### config.mk
export PLATFORM = sky130hd
export DESIGN_NAME = imem_fetch_ctrl
export DESIGN_NICKNAME = d
export VERILOG_FILES = /design/src/rtl/imem_fetch_ctrl.sv
export SDC_FILE = /design/constraint.sdc
export NUM_CORES = 1
export LEC_CHECK = 0
export BUFFER_PORTS_ARGS = -buffer_cell sky130_fd_sc_hd__buf_2
export CORE_ASPECT_RATIO = 0.9
export CORE_MARGIN = 2
export CORE_UTILIZATION = 52
export CTS_BUF_LIST = sky130_fd_sc_hd__clkbuf_8
export DETAILED_ROUTE_END_ITERATION = 8
export GPL_TIMING_DRIVEN = 0
export PLACE_DENSITY = 0.9
export SETUP_SLACK_MARGIN = 0.1
export SLEW_MARGIN = 15
export SYNTH_ARGS = -nofsm -noshare
export SYNTH_HDL_FRONTEND = slang
export SYNTH_SLANG_ARGS = --single-unit
### constraint.sdc
create_clock -name clk_i -period 24.6 [get_ports clk_i]
set_clock_uncertainty 0.2 [all_clocks]
set_input_delay 3.69 -clock clk_i [delete_from_list [all_inputs] [get_ports clk_i]]
set_output_delay 3.69 -clock clk_i [all_outputs]
set_load 0.02 [all_outputs]
### src/rtl/imem_fetch_ctrl.sv
// imem_fetch_ctrl: owns the fetch PC, reads the combinational IMEM and
// queues {pc, inst} pairs in a small prefetch FIFO for decode.
module imem_fetch_ctrl #(
    parameter int              XLEN       = 32,
    parameter int              DEPTH      = 2,
    parameter logic [XLEN-1:0] RESET_PC   = '0,
    parameter int              IMEM_WORDS = 2048
) (
    input  logic            clk_i,
    input  logic            rst_i,
    input  logic            start_i,
    input  logic            halt_i,
    input  logic            redirect_i,
    input  logic [XLEN-1:0] redirect_pc_i,
    output logic [XLEN-1:0] imem_addr_o,
    input  logic [XLEN-1:0] imem_inst_i,
    output logic            inst_valid_o,
    input  logic            inst_ready_i,
    output logic [XLEN-1:0] inst_o,
    output logic [XLEN-1:0] inst_pc_o,
    output logic            fault_o,
    output logic [1:0]      state_o
);
    localparam int AW = (DEPTH > 1) ? $clog2(DEPTH) : 1;
    localparam logic [AW:0] LP_DEPTH = (AW+1)'(DEPTH);
    localparam logic [XLEN-3:0] LP_LIMIT = (XLEN-2)'(IMEM_WORDS);

    typedef enum logic [1:0] {
        S_IDLE   = 2'd0,
        S_RUN    = 2'd1,
        S_HALTED = 2'd2,
        S_FAULT  = 2'd3
    } state_t;

    state_t          r_state;
    state_t          w_state_nxt;
    logic [XLEN-1:0] r_pc;
    logic [XLEN-1:0] r_fifo_inst [DEPTH];
    logic [XLEN-1:0] r_fifo_pc   [DEPTH];
    logic [AW-1:0]   r_rd;
    logic [AW-1:0]   r_wr;
    logic [AW:0]     r_count;
    logic            w_pop;
    logic            w_push;
    logic            w_in_range;
    logic            w_misalign;
    logic            w_has_room;

    assign w_in_range   = r_pc[XLEN-1:2] < LP_LIMIT;
    assign w_misalign   = redirect_pc_i[1:0] != 2'b00;
    assign w_has_room   = (r_count < LP_DEPTH) | w_pop;
    assign inst_valid_o = r_count != '0;
    assign w_pop        = inst_valid_o & inst_ready_i;
    assign w_push       = (r_state == S_RUN) & ~redirect_i & ~halt_i
                        & w_in_range & w_has_room;

    assign imem_addr_o = r_pc;
    assign inst_o      = inst_valid_o ? r_fifo_inst[r_rd] : '0;
    assign inst_pc_o   = inst_valid_o ? r_fifo_pc[r_rd] : '0;
    assign fault_o     = r_state == S_FAULT;
    assign state_o     = r_state;

    // A misaligned redirect faults from any state; halt beats start.
    always_comb begin
        w_state_nxt = r_state;
        if (redirect_i && w_misalign) begin
            w_state_nxt = S_FAULT;
        end else begin
            unique case (r_state)
                S_IDLE: begin
                    if (start_i && !halt_i) w_state_nxt = S_RUN;
                end
                S_RUN: begin
                    if (halt_i) w_state_nxt = S_HALTED;
                    else if (!redirect_i && !w_in_range)
                        w_state_nxt = S_FAULT;
                end
                S_HALTED: begin
                    if (start_i && !halt_i) w_state_nxt = S_RUN;
                end
                S_FAULT: w_state_nxt = S_FAULT;
                default: w_state_nxt = S_IDLE;
            endcase
        end
    end

    always_ff @(posedge clk_i or posedge rst_i) begin
        if (rst_i) begin
            r_state <= S_IDLE;
            r_pc    <= RESET_PC;
            r_rd    <= '0;
            r_wr    <= '0;
            r_count <= '0;
        end else begin
            r_state <= w_state_nxt;
            if (redirect_i)  r_pc <= redirect_pc_i;
            else if (w_push) r_pc <= r_pc + XLEN'(4);
            if (redirect_i) begin
                r_rd    <= '0;
                r_wr    <= '0;
                r_count <= '0;
            end else begin
                if (w_pop)  r_rd <= r_rd + 1'b1;
                if (w_push) r_wr <= r_wr + 1'b1;
                if (w_push && !w_pop)
                    r_count <= r_count + 1'b1;
                else if (w_pop && !w_push)
                    r_count <= r_count - 1'b1;
            end
        end
    end

    // Storage needs no reset: outputs are masked while the FIFO is empty.
    always_ff @(posedge clk_i) begin
        if (w_push) begin
            r_fifo_inst[r_wr] <= imem_inst_i;
            r_fifo_pc[r_wr]   <= r_pc;
        end
    end
endmodule

==> impl_metrics.py, run 1 <==
metrics = {
    "global_routing": {
        "grt_pass1_vias": 4465,
        "grt_max_degree": 21,
        "antenna_found_initial": 0,
        "overflow": 0,
        "track_usage_pct": 21.9,
        "grt_pass1_wl_um": 22500,
    },
    "drt": {
        "antenna_left": 0,
        "viasPerCell": 5.41,
        "wl_um": 14700,
        "routedWlPerCell_um": 17.9,
        "drt_first_pass_iters": 6,
        "drc": 0,
        "drt_iter0_markers": 394,
        "dr_total_vias": 4452,
    },
    "cells_and_area": {
        "antenna_cells": 0,
        "design_area_um2": 8320,
        "syn2layout_area_growth_pct": 24.8,
        "nFillCells": 909,
        "final_common_cell": "buf_2",
        "layout_common_cells": "buf_2 (179), edfxtp_1 (128), nor2_1 (77)",
        "drive_gt1_share_pct": 38.8,
        "postLayoutCoreUtil_pct": 66.1,
        "num-nets-final": 717,
    },
    "timing": {
        "final.setup.worst_slack_ns": 18.36,
        "slew_headroom_pct": 42.9,
        "finalHoldViolations": 0,
        "rsz0062_at_grt": "no",
        "drv_slew": 0,
        "hold_ws_ns": 0.320,
        "setup_tns_ns": 0,
        "fin_crit_sh_pct": 25.3,
        "fmax_mhz": 160,
        "setup_viol": 0,
        "worst_slew_pin_slew_ns": 0.856,
        "fin_crit_ns": 6.24,
    },
    "critical_path": {
        "regToRegSetupSlack_ns": 21.26,
        "rr_worst_depth": 8,
        "crit_arrival_ns": 2.35,
        "startpoint_type": "flip-flop",
        "crit_top_cell": "nor2_1",
        "worst_setup_path_end_kind": "output port",
        "slowest_stage": "clkbuf_1",
        "crit_family": "buffers and inverters",
        "slowest_delay_ns": 0.51,
        "reg2reg_from": "imem_addr_o[29]",
        "cp.depth": 5,
        "cp_num_buf_inv": 3,
        "cp.required_ns": 20.71,
        "worstPathCellList": "nor2_1 > clkbuf_1 > buf_1 > nor2_1 > buf_2",
        "critPathKind": "reg -> out",
        "r2r-end": "r_fifo_pc[0][0]",
        "crit_fanout": 10,
    },
    "logic_synthesis": {
        "synth_edf_count": 128,
        "syn_inst": 438,
        "ys_types": 42,
        "ys_top_cells_by_area": "edfxtp_1 (58%), dfrtp_1 (14%), mux2i_1 (10%)",
        "yosysTopAreaCell": "edfxtp_1",
        "syn-mean-instance-area_um2": 15.2,
        "syn_nets": 509,
        "synthFlopType": "edfxtp_1",
        "muxShareOfSynthArea_pct": 13.8,
        "seq_area_frac_synth_pct": 71.9,
        "synth-adder-area-share_pct": 0.188,
        "ys_async_sr_fraction_pct": 22.9,
        "synth-xor-area-share_pct": 1.18,
        "netlist_area_um2": 6670,
        "synth_top_family_by_area": "multiplexers",
        "synth_compound_area_share_pct": 2.42,
        "ys_ff_latch": 166,
        "yosys_warnings": 0,
        "synth_top_cell_area_share_pct": 57.7,
        "synthSimpleGateAreaFrac_pct": 8.52,
    },
    "placed_design": {
        "dp_slack_ns": 17.97,
        "numPortBuffers": 168,
        "dpl_cell_area_um2": 7880,
        "dp_hpwl_um": 10400,
        "place_congestion": 0.841,
    },
    "cts": {
        "clock-sinks": 166,
        "root_buffer": "clkbuf_8",
        "cts-buffers-inserted": 17,
        "cts_hold_buf": 0,
        "cts_htree_levels": 4,
        "cts_buffer_depth": 2,
        "cts_setup_buffers": 0,
        "post_cts_resize_count": 0,
        "clk_pin_slew_ns": 0.08,
        "tritoncts": "done",
        "clk_latency_ns": 0.45,
    },
    "floorplan": {
        "fp.dieArea_um2": 13700,
        "rows": 39,
        "start_util_pct": 53.0,
        "core_um2": 12600,
        "fp.dieH_um": 111,
        "ios": 170,
        "die_w_um": 123,
    },
    "min_path": {
        "worstHoldStart": "imem_addr_o[1]",
        "hold-path-endpoint": "r_fifo_pc[1][1]",
        "hold_depth": 0,
        "hp-class": "reg -> reg",
    },
    "power_and_ir_drop": {
        "p_leak_nw": 3.23,
        "irDropWorstVdd_mv": 0.0400,
        "powerDensity_nw_per_um2": 67.4,
    },
    "run_status": {
        "status": "completed",
    },
    "run": {
        "drv_cap": 0,
    },
}
[kinds of logic (layout without fill, tap and decap cells)]
logic type | count (synthesis) | count (layout)
flip-flops | 166 | 166
AND/OR/NAND/NOR | 120 | 120
multiplexers | 89 | 89
buffers and inverters | 30 | 251
AO/OA/AOI/OAI | 23 | 23
XOR/XNOR | 9 | 9
adder cells (fa/ha/maj) | 1 | 1
[power by group]
group          switching (mW)  leakage (nW)  internal [mW]
Combinational          0.0178          1.42         0.0137
Clock                  0.0967         0.213          0.115
Sequential            0.00879          1.60          0.308
[cells in the mapped netlist, types with 2 or more instances]
cell type / instances
mux2_2: 21
nor4_1: 6
and2_1: 3
inv_1: 10
o21ai_0: 7
nor2_1: 77
buf_6: 2
clkbuf_1: 7
edfxtp_1: 128
xnor2_1: 8
nand2_1: 12
nor3_1: 3
nor2b_1: 2
nand4_1: 3
dfrtp_1: 38
o21ai_1: 3
o22ai_1: 2
nor4_4: 2
mux2i_1: 67
buf_1: 10
nand3_1: 6
[worst max-delay path by stage]
| stage | startpoint | endpoint |
|---|---|---|
| 2_1_floorplan | redirect_i | r_fifo_inst[0][0] |
| 3_3_place_gp | redirect_i | r_fifo_inst[0][14] |
| 3_5_place_dp | redirect_i | r_fifo_inst[0][25] |
| 4_1_cts | r_count[0] | inst_pc_o[11] |
| 5_1_grt | r_count[0] | inst_pc_o[11] |
| 6_report | r_count[0] | inst_pc_o[19] |
[registers in the layout (all words and copies together), names as in the netlist]
name,flops
imem_addr_o,32
r_count,2
r_fifo_inst,64
r_fifo_pc,64
r_rd,1
r_wr,1
state_o,2
[cell type report]
cell class              count  area (um^2)  area share (%)
clock inverters            13          180            2.17
plain buffers              20         91.3            1.10
clock buffers              19          262            3.14
repair buffers            189          993            11.9
multi-input cells         242         1760            21.1
inverters                  10         37.5           0.451
well taps                 164          205            2.47
flip-flops and latches    166         4790            57.6
[worst reg2reg max path, stage by stage, from the launching register on]
cell and delay, ns:
dfrtp_1 0.48, nor4_4 0.31, nand3_2 0.27, nor4_2 0.75, buf_4 0.28, buf_4 0.15
buf_2 0.22, buf_4 0.20, buf_4 0.18
[routing by layer]
metal	vias to the layer above	part of all wire, %	global-route usage [%]
met1	2196	41	28.2
met4	0	1.8	9.02
met5	-	0	0
li1	2036	-	-
met3	26	7.7	6.05
met2	194	50	35.1
[stage by stage]
step / std cells / power (mW)
floorplan: 438 / 0.338
global placement: 770 / 0.352
detailed placement: 791 / 0.355
CTS: 823 / 0.565
global route: 823 / 0.578
finish: 823 / 0.561
Power figures use the tool's default switching activity.
==> run 2: changes to the inputs <==
- CORE_UTILIZATION: 52 -> 49
- clock period: 24.6 -> 5.65 ns (I/O delays scaled with it)
==> run 2 against run 1 <==
Die area increased by 5.9%. Sequential cell count is the same. Global-route usage fell by 1.2 points. Critical endpoint unchanged.
==> impl_metrics.py, run 2 (synthesis gave the netlist of run 1 again) <==
metrics = {
    "placed_design": {
        "place_inst": 785,
        "place_congestion": 0.830,
        "numPortBuffers": 168,
        "dp_hpwl_um": 10300,
    },
    "critical_path": {
        "crit_arrival_ns": 2.34,
        "critPathKind": "reg -> out",
        "worst_setup_path_end_kind": "output port",
        "startpoint_type": "flip-flop",
        "cp.required_ns": 4.60,
        "crit_fanout": 10,
    },
    "timing": {
        "fin_crit_ns": 3.39,
        "fmax_mhz": 295,
        "drv_slew": 0,
        "rsz0062_at_grt": "no",
        "hold_ws_ns": 0.224,
        "finalHoldViolations": 0,
        "fin_crit_sh_pct": 60.0,
        "slew_headroom_pct": 37.5,
        "setup_tns_ns": 0,
        "setup_viol": 0,
        "worst_slew_pin_slew_ns": 0.931,
    },
    "drt": {
        "drc": 0,
        "drt_iter0_markers": 444,
        "wl_um": 14600,
        "routedWlPerCell_um": 17.9,
        "viasPerCell": 5.29,
        "dr_total_vias": 4319,
        "antenna_left": 0,
        "drt_first_pass_iters": 5,
    },
    "cts": {
        "cts_hold_buf": 0,
        "clk_latency_ns": 0.45,
        "root_buffer": "clkbuf_8",
        "clock-sinks": 166,
        "cts-buffers-inserted": 17,
        "cts_htree_levels": 4,
        "clk_pin_slew_ns": 0.09,
        "cts_setup_buffers": 0,
        "tritoncts": "done",
        "cts_buffer_depth": 2,
        "post_cts_resize_count": 0,
    },
    "power_and_ir_drop": {
        "pwr-share-seq_pct": 60.2,
        "p_leak_nw": 3.19,
        "powerDensity_nw_per_um2": 278,
        "irDropWorstVdd_mv": 0.205,
        "p_clk_share_pct": 33.9,
        "p_total_mw": 2.30,
        "comb_power_share_pct": 5.9,
        "switching_share_pct": 22.6,
        "switchingPower_mw": 0.519,
        "internal_power_mw": 1.78,
    },
    "global_routing": {
        "grt_max_degree": 21,
        "overflow": 0,
        "antenna_found_initial": 0,
        "track_usage_pct": 20.7,
        "grt_pass1_wl_um": 22800,
        "grt_pass1_vias": 4456,
    },
    "floorplan": {
        "die_w_um": 127,
        "ios": 170,
        "fp.dieH_um": 115,
        "fp.dieArea_um2": 14600,
        "core_um2": 13300,
        "rows": 40,
        "start_util_pct": 50.1,
    },
    "cells_and_area": {
        "final_common_cell": "buf_2",
        "num-nets-final": 707,
        "drive_gt1_share_pct": 37.6,
        "syn2layout_area_growth_pct": 23.9,
        "stdcell_count": 817,
        "layout_common_cells": "buf_2 (169), edfxtp_1 (128), nor2_1 (77)",
        "antenna_cells": 0,
    },
    "min_path": {
        "hp-class": "in -> async",
    },
    "run": {
        "drv_cap": 0,
    },
    "run_status": {
        "status": "completed",
    },
}
[run 2: area by class of cell]
type | count | area (um^2)
Multi-Input combinational cell | 242 | 1770
Fill cell | 978 | 5050
Buffer | 20 | 91.3
Timing Repair Buffer | 179 | 988
Sequential cell | 166 | 4790
Tap cell | 168 | 210
Inverter | 10 | 37.5
Clock buffer | 20 | 275
Clock inverter | 12 | 92.6
[run 2: path summary, 6_finish.rpt]
| check | end | depth (start not counted) | slack, ns | from |
|---|---|---|---|---|
| worst max register to register | r_fifo_pc[0][0] | 6 | 2.53 | imem_addr_o[18] |
| worst max-delay path | inst_pc_o[19] | 5 | 2.26 | r_count[0] |
| worst min register to register | r_fifo_pc[1][1] | 0 | 0.30 | imem_addr_o[1] |
| worst min-delay path | imem_addr_o[10] | 2 | 0.22 | rst_i |
| max in group asynchronous | state_o[1] | 3 | 4.55 | rst_i |
| min in group clk_i | r_fifo_pc[1][1] | 0 | 0.30 | imem_addr_o[1] |
[run 2: stage by stage]
stage | worst slack [ns] | instance area [um^2] | utilization (%)
3_3_place_gp | -1.79 | 7730 | 58.1
6_report | 2.26 | 8260 | 62.1
5_1_grt | 2.06 | 8260 | 62.1
4_1_cts | 2.18 | 8260 | 62.1
3_5_place_dp | 2.10 | 7900 | 59.3
2_1_floorplan | 0.00685 | 6680 | -
[run 2: worst max-delay path, stage by stage, from the launching register on]
cell	delay, ns
dfrtp_1	0.42
nor2_1	0.16
clkbuf_1	0.55
buf_1	0.45
nor2_1	0.13
buf_2	0.19
[run 2: layer usage]
layer / wire length [um] / track usage, % / up-vias
li1: - / - / 2006
met2: 7390 / 35.3 / 184
met4: 207 / 7.33 / 0
met1: 5970 / 25.5 / 2111
met3: 1050 / 5.79 / 18
met5: 0 / 0 / -
[run 2: power by group through the flow]
stage / combinational [mW] / clock, mW / sequential (mW)
2_1_floorplan: 0.0439 / 0 / 1.43
3_3_place_gp: 0.129 / 0 / 1.40
3_5_place_dp: 0.137 / 0 / 1.41
4_1_cts: 0.137 / 0.798 / 1.38
5_1_grt: 0.147 / 0.850 / 1.39
6_report: 0.136 / 0.779 / 1.38
